$ cat config.mk
export PLATFORM = sky130hd
export DESIGN_NAME = variable_node
export DESIGN_NICKNAME = d
export VERILOG_FILES = /design/src/rtl/variable_node.sv
export SDC_FILE = /design/constraint.sdc
export NUM_CORES = 1
export LEC_CHECK = 0
export ABC_AREA = 1
export CAP_MARGIN = 15
export CORE_AREA = 2 2 84 86
export DETAILED_ROUTE_END_ITERATION = 10
export DIE_AREA = 0 0 86 88
export PLACE_DENSITY = 0.88
export SYNTH_ARGS = -nofsm -noshare
export SYNTH_HDL_FRONTEND = slang
export SYNTH_SLANG_ARGS = --single-unit
$ cat constraint.sdc
create_clock -name clk -period 4 [get_ports clk]
set_input_delay 0.6 -clock clk [delete_from_list [all_inputs] [get_ports clk]]
set_output_delay 0.6 -clock clk [all_outputs]
set_load 0.01 [all_outputs]
$ cat src/rtl/variable_node.sv
// variable_node: degree-3 variable-node processor for a min-sum LDPC decoder.
// It holds one channel LLR and takes one alpha triple per iteration. For each
// triple it returns three extrinsic betas and a hard decision.
//
// Ports
//   clk, rst        rising-edge clock; asynchronous active-high reset
//   llr_load        capture llr_in and start a new codeword (any state)
//   llr_in[5:0]     channel LLR, 3.3 two's complement
//   alpha_valid     an alpha triple is presented
//   alpha_ready     the node takes the triple this cycle
//   alpha1..3[5:0]  check-to-variable messages, 2.4 two's complement
//   beta_valid      a beta triple is presented
//   beta_ready      downstream takes the betas this cycle
//   beta1..3[5:0]   variable-to-check messages, 3.3 two's complement
//   decision        hard decision: 1 when the posterior LLR is negative
//   iter_cnt        number of alpha triples accepted for this codeword
//   done            level: decoding of this codeword has finished
//
// Optional feature (macro VN_EARLY_TERM_EN): the node finishes early once the
// hard decision has stayed unchanged for STABLE_ITERS consecutive accepts.
//
// state | meaning
// IDLE  | no codeword loaded yet
// RUN   | iterating: issue betas and accept alpha triples
// DONE  | finished; decision is held until the next llr_load

module variable_node #(
    parameter int MAX_ITER     = 10,
    parameter int ITER_W       = 4,
    parameter int STABLE_ITERS = 3
) (
    input  logic              clk,
    input  logic              rst,
    input  logic              llr_load,
    input  logic [5:0]        llr_in,
    input  logic              alpha_valid,
    output logic              alpha_ready,
    input  logic [5:0]        alpha1,
    input  logic [5:0]        alpha2,
    input  logic [5:0]        alpha3,
    output logic              beta_valid,
    input  logic              beta_ready,
    output logic [5:0]        beta1,
    output logic [5:0]        beta2,
    output logic [5:0]        beta3,
    output logic              decision,
    output logic [ITER_W-1:0] iter_cnt,
    output logic              done
);

    typedef enum logic [1:0] {
        IDLE = 2'd0,
        RUN  = 2'd1,
        DONE = 2'd2
    } state_t;

    state_t      state;
    logic [5:0]  llr_q;

    // All arithmetic runs in 9-bit 5.4, which covers the full -160..155 range.
    logic signed [8:0] lam, a1s, a2s, a3s, l_sum, e1, e2, e3;
    logic [5:0]        b1_new, b2_new, b3_new;
    logic              dec_new;
    logic              accept;
    logic [ITER_W-1:0] iter_next;
    logic              term_hit;

    // Rounds half up, drops one fraction bit (5.4 -> 3.3) and clamps to six bits.
    function automatic logic [5:0] round_sat(input logic signed [8:0] e);
        logic signed [8:0] r;
        r = (e + 9'sd1) >>> 1;
        if (r > 9'sd31)
            return 6'b011111;
        else if (r < -9'sd32)
            return 6'b100000;
        else
            return r[5:0];
    endfunction

    assign lam   = {{2{llr_q[5]}}, llr_q, 1'b0};
    assign a1s   = {{3{alpha1[5]}}, alpha1};
    assign a2s   = {{3{alpha2[5]}}, alpha2};
    assign a3s   = {{3{alpha3[5]}}, alpha3};
    assign l_sum = lam + a1s + a2s + a3s;
    assign e1    = l_sum - a1s;
    assign e2    = l_sum - a2s;
    assign e3    = l_sum - a3s;

    assign b1_new  = round_sat(e1);
    assign b2_new  = round_sat(e2);
    assign b3_new  = round_sat(e3);
    assign dec_new = l_sum[8];

    // alpha_ready looks at beta_ready directly. This lets an accept and a beta
    // handoff happen in the same cycle, so the node sustains one triple per cycle.
    assign alpha_ready = (state == RUN) && (!beta_valid || beta_ready);
    // llr_load takes priority: an alpha that arrives in the same cycle is ignored.
    assign accept      = alpha_valid && alpha_ready && !llr_load;
    assign iter_next   = iter_cnt + ITER_W'(1);

`ifdef VN_EARLY_TERM_EN
    logic [ITER_W-1:0] stable_cnt;
    logic              have_dec;
    logic [ITER_W-1:0] stable_next;

    // The first accept of a codeword has no earlier decision to compare with.
    assign stable_next = (have_dec && (dec_new == decision)) ? stable_cnt + ITER_W'(1)
                                                             : '0;
    assign term_hit    = (iter_next == ITER_W'(MAX_ITER)) ||
                         (stable_next == ITER_W'(STABLE_ITERS));

    always_ff @(posedge clk or posedge rst) begin
        if (rst) begin
            stable_cnt <= '0;
            have_dec   <= 1'b0;
        end else if (llr_load) begin
            stable_cnt <= '0;
            have_dec   <= 1'b0;
        end else if (accept) begin
            stable_cnt <= stable_next;
            have_dec   <= 1'b1;
        end
    end
`else
    logic unused_stable;
    assign unused_stable = ^STABLE_ITERS;
    assign term_hit      = (iter_next == ITER_W'(MAX_ITER));
`endif

    always_ff @(posedge clk or posedge rst) begin
        if (rst) begin
            state      <= IDLE;
            llr_q      <= '0;
            beta1      <= '0;
            beta2      <= '0;
            beta3      <= '0;
            beta_valid <= 1'b0;
            decision   <= 1'b0;
            iter_cnt   <= '0;
            done       <= 1'b0;
        end else if (llr_load) begin
            // Start a new codeword from any state. Any pending beta is dropped.
            state      <= RUN;
            llr_q      <= llr_in;
            beta1      <= llr_in;
            beta2      <= llr_in;
            beta3      <= llr_in;
            beta_valid <= 1'b1;
            iter_cnt   <= '0;
            done       <= 1'b0;
        end else begin
            if (beta_valid && beta_ready)
                beta_valid <= 1'b0;
            case (state)
                RUN: begin
                    if (accept) begin
                        iter_cnt <= iter_next;
                        decision <= dec_new;
                        if (term_hit) begin
                            // The last accept updates only the decision; no betas follow.
                            state <= DONE;
                            done  <= 1'b1;
                        end else begin
                            beta1      <= b1_new;
                            beta2      <= b2_new;
                            beta3      <= b3_new;
                            beta_valid <= 1'b1;
                        end
                    end
                end
                DONE:    done  <= 1'b1;
                default: state <= IDLE;
            endcase
        end
    end

endmodule
## Word level (Yosys, flattened, before mapping)

Index checks and enable logic that the tools add are counted.

| cells by class | value |
|---|---|
| $add $sub $neg | 10 |
| $lt $le $gt $ge | 6 |
| equal/unequal tests | 7 |
| mux-type cells | 34 |
| bitwise logic cells | 1 |
| reductions and logical operators | 15 |

Operator list:

| kind | count |
|---|---|
| 6-bit two-way mux | 18 |
| 9-bit by 2-bit adder with 9-bit output (second input constant) | 3 |
| 9-bit by 6-bit subtractor with 9-bit output | 3 |
| 8-bit by 6-bit > comparator with 1-bit output (second input constant) | 3 |
| 8-bit by 6-bit < comparator with 1-bit output (second input constant) | 3 |
| 4-bit two-way mux | 3 |
| 3-bit AND reduction | 4 |
| 8-bit by 6-bit adder with 9-bit output | 1 |
| 9-bit by 6-bit adder with 9-bit output | 1 |
| 7-bit by 6-bit adder with 8-bit output | 1 |
| 1-bit two-way mux | 8 |
| 2-bit two-way mux | 3 |
| 3-bit inequality test (second input constant) | 2 |
| 4-bit by 1-bit adder with 4-bit output (second input constant) | 1 |
| 4-bit equality test (second input constant) | 1 |
| 1-bit logical AND | 4 |
| 2-bit inequality test (second input constant) | 2 |
| 2-bit one-hot mux with 2 select lines | 1 |
| 2-bit nonzero test | 2 |
| 3-bit nonzero test | 1 |
| 2-bit by 1-bit equality test with 1-bit output (second input constant) | 1 |
| 2-bit equality test (second input constant) | 1 |
| 1-bit zero test | 2 |
| 1-bit one-hot mux with 2 select lines | 1 |
| 3 further kinds | 3 |

| storage, ports and cells | value |
|---|---|
| bits in registers | 33 |
| input port bits | 29 |
| output and inout port bits | 26 |
| word-level logic and storage cells | 82 |

## Depth between registers and ports, before layout

| logic depth | value |
|---|---|
| word-level depth | 12 |
| depth in mapped cells | 24 |
| gate-level depth less buffers | 24 |

## Worst setup path after synthesis

No wires, ideal clock.

| timing | value |
|---|---|
| path type | input to register |
| from | input alpha1[4] |
| to | register beta1[0] |
| library setup time | 0.128 ns |
| data arrival time | 4.133 ns |
| data required time | 3.872 ns |
| setup slack | -0.261 ns |
| stages on the path | 22 |
| path buffers | 0 |
| cell sequence | inv_1 -> fa_1 -> fa_1 -> inv_1 -> ha_1 -> a21oi_1 -> nand2_1 -> nand2_1 -> nand2_1 -> a21oi_1 -> xor2_1 -> ha_1 -> ha_1 -> a21oi_1 -> o21a_1 -> nand2_1 -> inv_1 -> nand3_1 -> nand3_2 -> inv_1 -> o21bai_1 -> nand3_1 |

| between the ends | value |
|---|---|
| cells in the longest elaborated chain, start to end | 12 |
| elaborated cells on any way between the ends | 13 |
| those cells by class | add/sub: 5; order compare: 2; mux: 6 |

RTL lines:

| element | RTL line | RTL |
|---|---|---|
| from (decl) | 38 | `input logic [5:0] alpha1,` |
| 7-bit by 6-bit adder with 8-bit output | 84 | `assign l_sum = lam + a1s + a2s + a3s;` |
| 8-bit by 6-bit adder with 9-bit output | 84 |  |
| 9-bit by 6-bit adder with 9-bit output | 84 |  |
| 9-bit by 6-bit subtractor with 9-bit output (*) | 85 | `assign e1 = l_sum - a1s;` |
| 9-bit by 2-bit adder with 9-bit output (*) | 71 | `r = (e + 9'sd1) >>> 1;` |
| 8-bit by 6-bit < comparator with 1-bit output | 74 | `else if (r < -9'sd32)` |
| 6-bit two-way mux | 74 |  |
| 6-bit two-way mux (*) | 72 | `if (r > 9'sd31)` |
| 6-bit two-way mux (*) | 159 | `if (term_hit) begin` |
| 6-bit two-way mux (*) | 156 | `if (accept) begin` |
| 6-bit two-way mux (*) | 154 | `case (state)` |
| 6-bit two-way mux (*) | 141 | `end else if (llr_load) begin` |
| to (signal assigned) | 145 | `beta1 <= llr_in;` |
| to (signal assigned) | 164 | `beta1 <= b1_new;` |
| to (decl) | 43 | `output logic [5:0] beta1,` |

Mark *: on every way between the ends. The rest lies on a longest branch, timed or not. The select of a mux whose other input is x is not followed.
A chain may end at the register's enable or synchronous reset.

## Final worst setup path

| timing | value |
|---|---|
| from | input alpha2[1] |
| to | register beta3[2] |

| between the ends | value |
|---|---|
| cells in the longest elaborated chain, start to end | 11 |
| elaborated cells on any way between the ends | 12 |
| those cells by class | add/sub: 4; order compare: 2; mux: 6 |

RTL lines:

| element | RTL line | RTL |
|---|---|---|
| from (decl) | 39 | `input logic [5:0] alpha2,` |
| 8-bit by 6-bit adder with 9-bit output (*) | 84 |  |
| 9-bit by 6-bit adder with 9-bit output (*) | 84 |  |
| 9-bit by 6-bit subtractor with 9-bit output (*) | 87 | `assign e3 = l_sum - a3s;` |
| 9-bit by 2-bit adder with 9-bit output (*) | 71 |  |
| 8-bit by 6-bit < comparator with 1-bit output | 74 |  |
| 6-bit two-way mux | 74 |  |
| 6-bit two-way mux (*) | 72 |  |
| 6-bit two-way mux (*) | 159 |  |
| 6-bit two-way mux (*) | 156 |  |
| 6-bit two-way mux (*) | 154 |  |
| 6-bit two-way mux (*) | 141 |  |
| to (signal assigned) | 147 | `beta3 <= llr_in;` |
| to (signal assigned) | 166 | `beta3 <= b3_new;` |
| to (decl) | 45 | `output logic [5:0] beta3,` |

Marks and branches as above.

==> metrics.txt <==
commonest non-fill, non-tap cell in the layout nand2_1; clk slew on worst S/H paths 0.07 ns; Final Hold Vio Count 0; area growth from synthesis to layout 51.20%; Setup crit end kind flop; via density per instance 6.024; post-route ant nets 0; most frequent CP cell nand2_2; post-synthesis adder-cell area fraction 27.40%; biggest cell delay along the critical path 0.43 ns; fin crit period 4.351 ns; Die Y-Extent 88 µm; root buffer cell clkbuf_8; core footprint 6644 µm²; Synthesized Nets 565; vias in the first global route 3907; Starting Density 53.33%; Nets 690; gr usage total 31.35%; Worst Max-Slew Pin Slew 0.7052 ns; outcome finished, violations left; endpoints failing setup 18; drt total wl 13200 µm; WP buf/inv 5; Yosys top cell by area dfrtp_1; die area 7568 µm²; Synth Area in XOR/XNOR 3.955%; initial drt markers 477; Synth cell types 31; share of cells above drive strength 1 38.89%; Synth Warn # 0; DRC 0; H-tree levels 2; Cells after Synth 468; DP HPWL 8613 µm; most frequent cells in the layout nand2_1 (89), buf_4 (67), inv_1 (57); TritonCTS Buffers 5; Worst Clk Skew 0.005784 ns; register area share after synthesis 23.31%; area of the multi-input gates 2952 µm²; syn_area_per_cell 7.571 µm²; Worst EP arrival 4.57 ns; Crit Path Category input port to flop; total of max-cap violations 0; crit share post-route 108.8%; Clock Latency Late Sink 0.30 ns; critical path peak fanout 5; pre-CTS setup slack -0.8498 ns; Worst Hold Class flop to flop; initial antenna violation count 0; Seq cells post-synth 33; diodes inserted 0; number of fill cells in the layout 367; Simple-Gate Fraction of Synth Area 28.88%; Max-slew headroom 52.84%; clk sink count 33; Synth top area share 23.31%; pin count of the biggest net entering global routing 34; required time worst endpoint 4.22 ns; kind of cell adding the most delay to the critical path adder cells; Mapped Area 3543 µm²; Die Wd 86 µm; num ports 55; unrepaired setup endpoints after global routing yes; compound-cell area share of the yosys netlist 7.239%; post-synthesis mux area share 0%; Slew Viols, Final 0; Row Count 30; largest cells by area after synthesis dfrtp_1 (23%), ha_1 (18%), nand2_1 (14%), fa_1 (9.0%), inv_1 (8.3%); CTS max path bufs 2; via count 4060; # port buffers 54; hold slack 0.4990 ns; Worst Setup Start Kind input port; setup ws final -0.3511 ns; DR WL/cell 19.59 µm; f_max 229.8 MHz; Final GP Congestion 0.9166; Slowest cell on crit path fa_1; largest family of logic cells by synthesized area simple AND/OR/NAND/NOR gates; Congestion Overflow GR 0; first-pass GRT wire length 18250 µm; Pre-antenna DRT Iters 10; failing checks negative setup slack; Reg area 825.8 µm²; TritonCTS clock tree yes
timing repair:
| action | 4_1_cts | 5_1_grt |
|---|---|---|
| buffers inserted | 9 | 3 |
| pin swaps | 68 | 56 |
| cloned | 0 | 0 |
| resized for setup | 101 | 53 |
| endpoints found under the setup margin | 18 | 18 |
| hold buffers | 0 | 0 |
area by class of cell:
| cell class | instances | share of cell area (%) |
|---|---|---|
| multi-input combinational | 350 | 55.09 |
| timing repair buffer | 122 | 19.62 |
| sequential | 33 | 15.41 |
| inverter | 81 | 5.838 |
| tap | 80 | 1.868 |
| clock buffer | 7 | 1.611 |
| clock inverter | 1 | 0.5605 |
final timing paths:
kind | startpoint | endpoint | slack [ns] | depth (start not counted)
worst max-delay path | alpha2[1] | beta3[2] | -0.35 | 25
max in group asynchronous | rst | beta2[2] | 3.00 | 3
worst min register to register | beta2[3] | beta2[3] | 0.50 | 2
worst min-delay path | beta2[3] | beta2[3] | 0.50 | 2
worst max register to register | llr_q[2] | beta3[2] | 0.11 | 23
min in group asynchronous | rst | state[1] | 0.70 | 3
kinds of logic after synthesis:
kind of cell,count (synthesis)
DFF,33
and+or+nand+nor,221
xor gates and xnor gates,16
buffers and inverters,85
AOI/OAI and AO/OA,45
adders and majority gates,68
per-layer routing:
layer  track usage (%)  wire [µm]  vias to the layer above
met1             36.41       4836                     1875
li1                  -          -                     1751
met2             56.87       6359                      323
met5                 0          0                        -
met4             13.42        864                        0
met3             5.372       1145                      111
state kept, by name, summed over array words and instances, names as in the netlist:
register    cells
decision        1
beta_valid      1
beta3           6
beta2           6
beta1           6
iter_cnt        4
llr_q           6
state           2
done            1
tightest hold or removal path: stages (launching register included):
cell and delay (ns):
dfrtp_1 0.34, nand2_1 0.06, nand3_2 0.06
cell usage after synthesis:
library cell and n:
nand2_2 15, a31oi_1 4, buf_4 1, nand4_1 12
clkbuf_1 1, or2_2 2, o21bai_1 1, clkinv_1 1
buf_2 2, o21ai_0 7, nand2_4 1, o22ai_1 1
inv_2 1, a21o_1 4, o21a_1 2, a21oi_1 23
nand3_1 33, dfrtp_1 33, clkinv_2 1, fa_1 16
nand2_1 128, nor2_1 18, ha_1 52, xor2_1 12
nor3_2 1, inv_1 78, nor2_2 1, nor2_4 1
xnor2_1 4, nand3_2 9, o211ai_1 3
through the flow:
| step | cells | instance area (µm²) | utilization [%] | setup TNS (ns) |
|---|---|---|---|---|
| 2_1_floorplan | 468 | 3720 | - | -0.003980 |
| 3_3_place_gp | 654 | 4760 | 71.64 | -12.01 |
| 3_5_place_dp | 654 | 4760 | 71.64 | -14.19 |
| 4_1_cts | 671 | 5130 | 77.21 | -1.146 |
| 5_1_grt | 674 | 5358 | 80.64 | -5.008 |
| 6_report | 674 | 5358 | 80.64 | -3.780 |
Power is not shown: default switching activity piles up to over one toggle a cycle in this logic, so the estimate is an artifact.
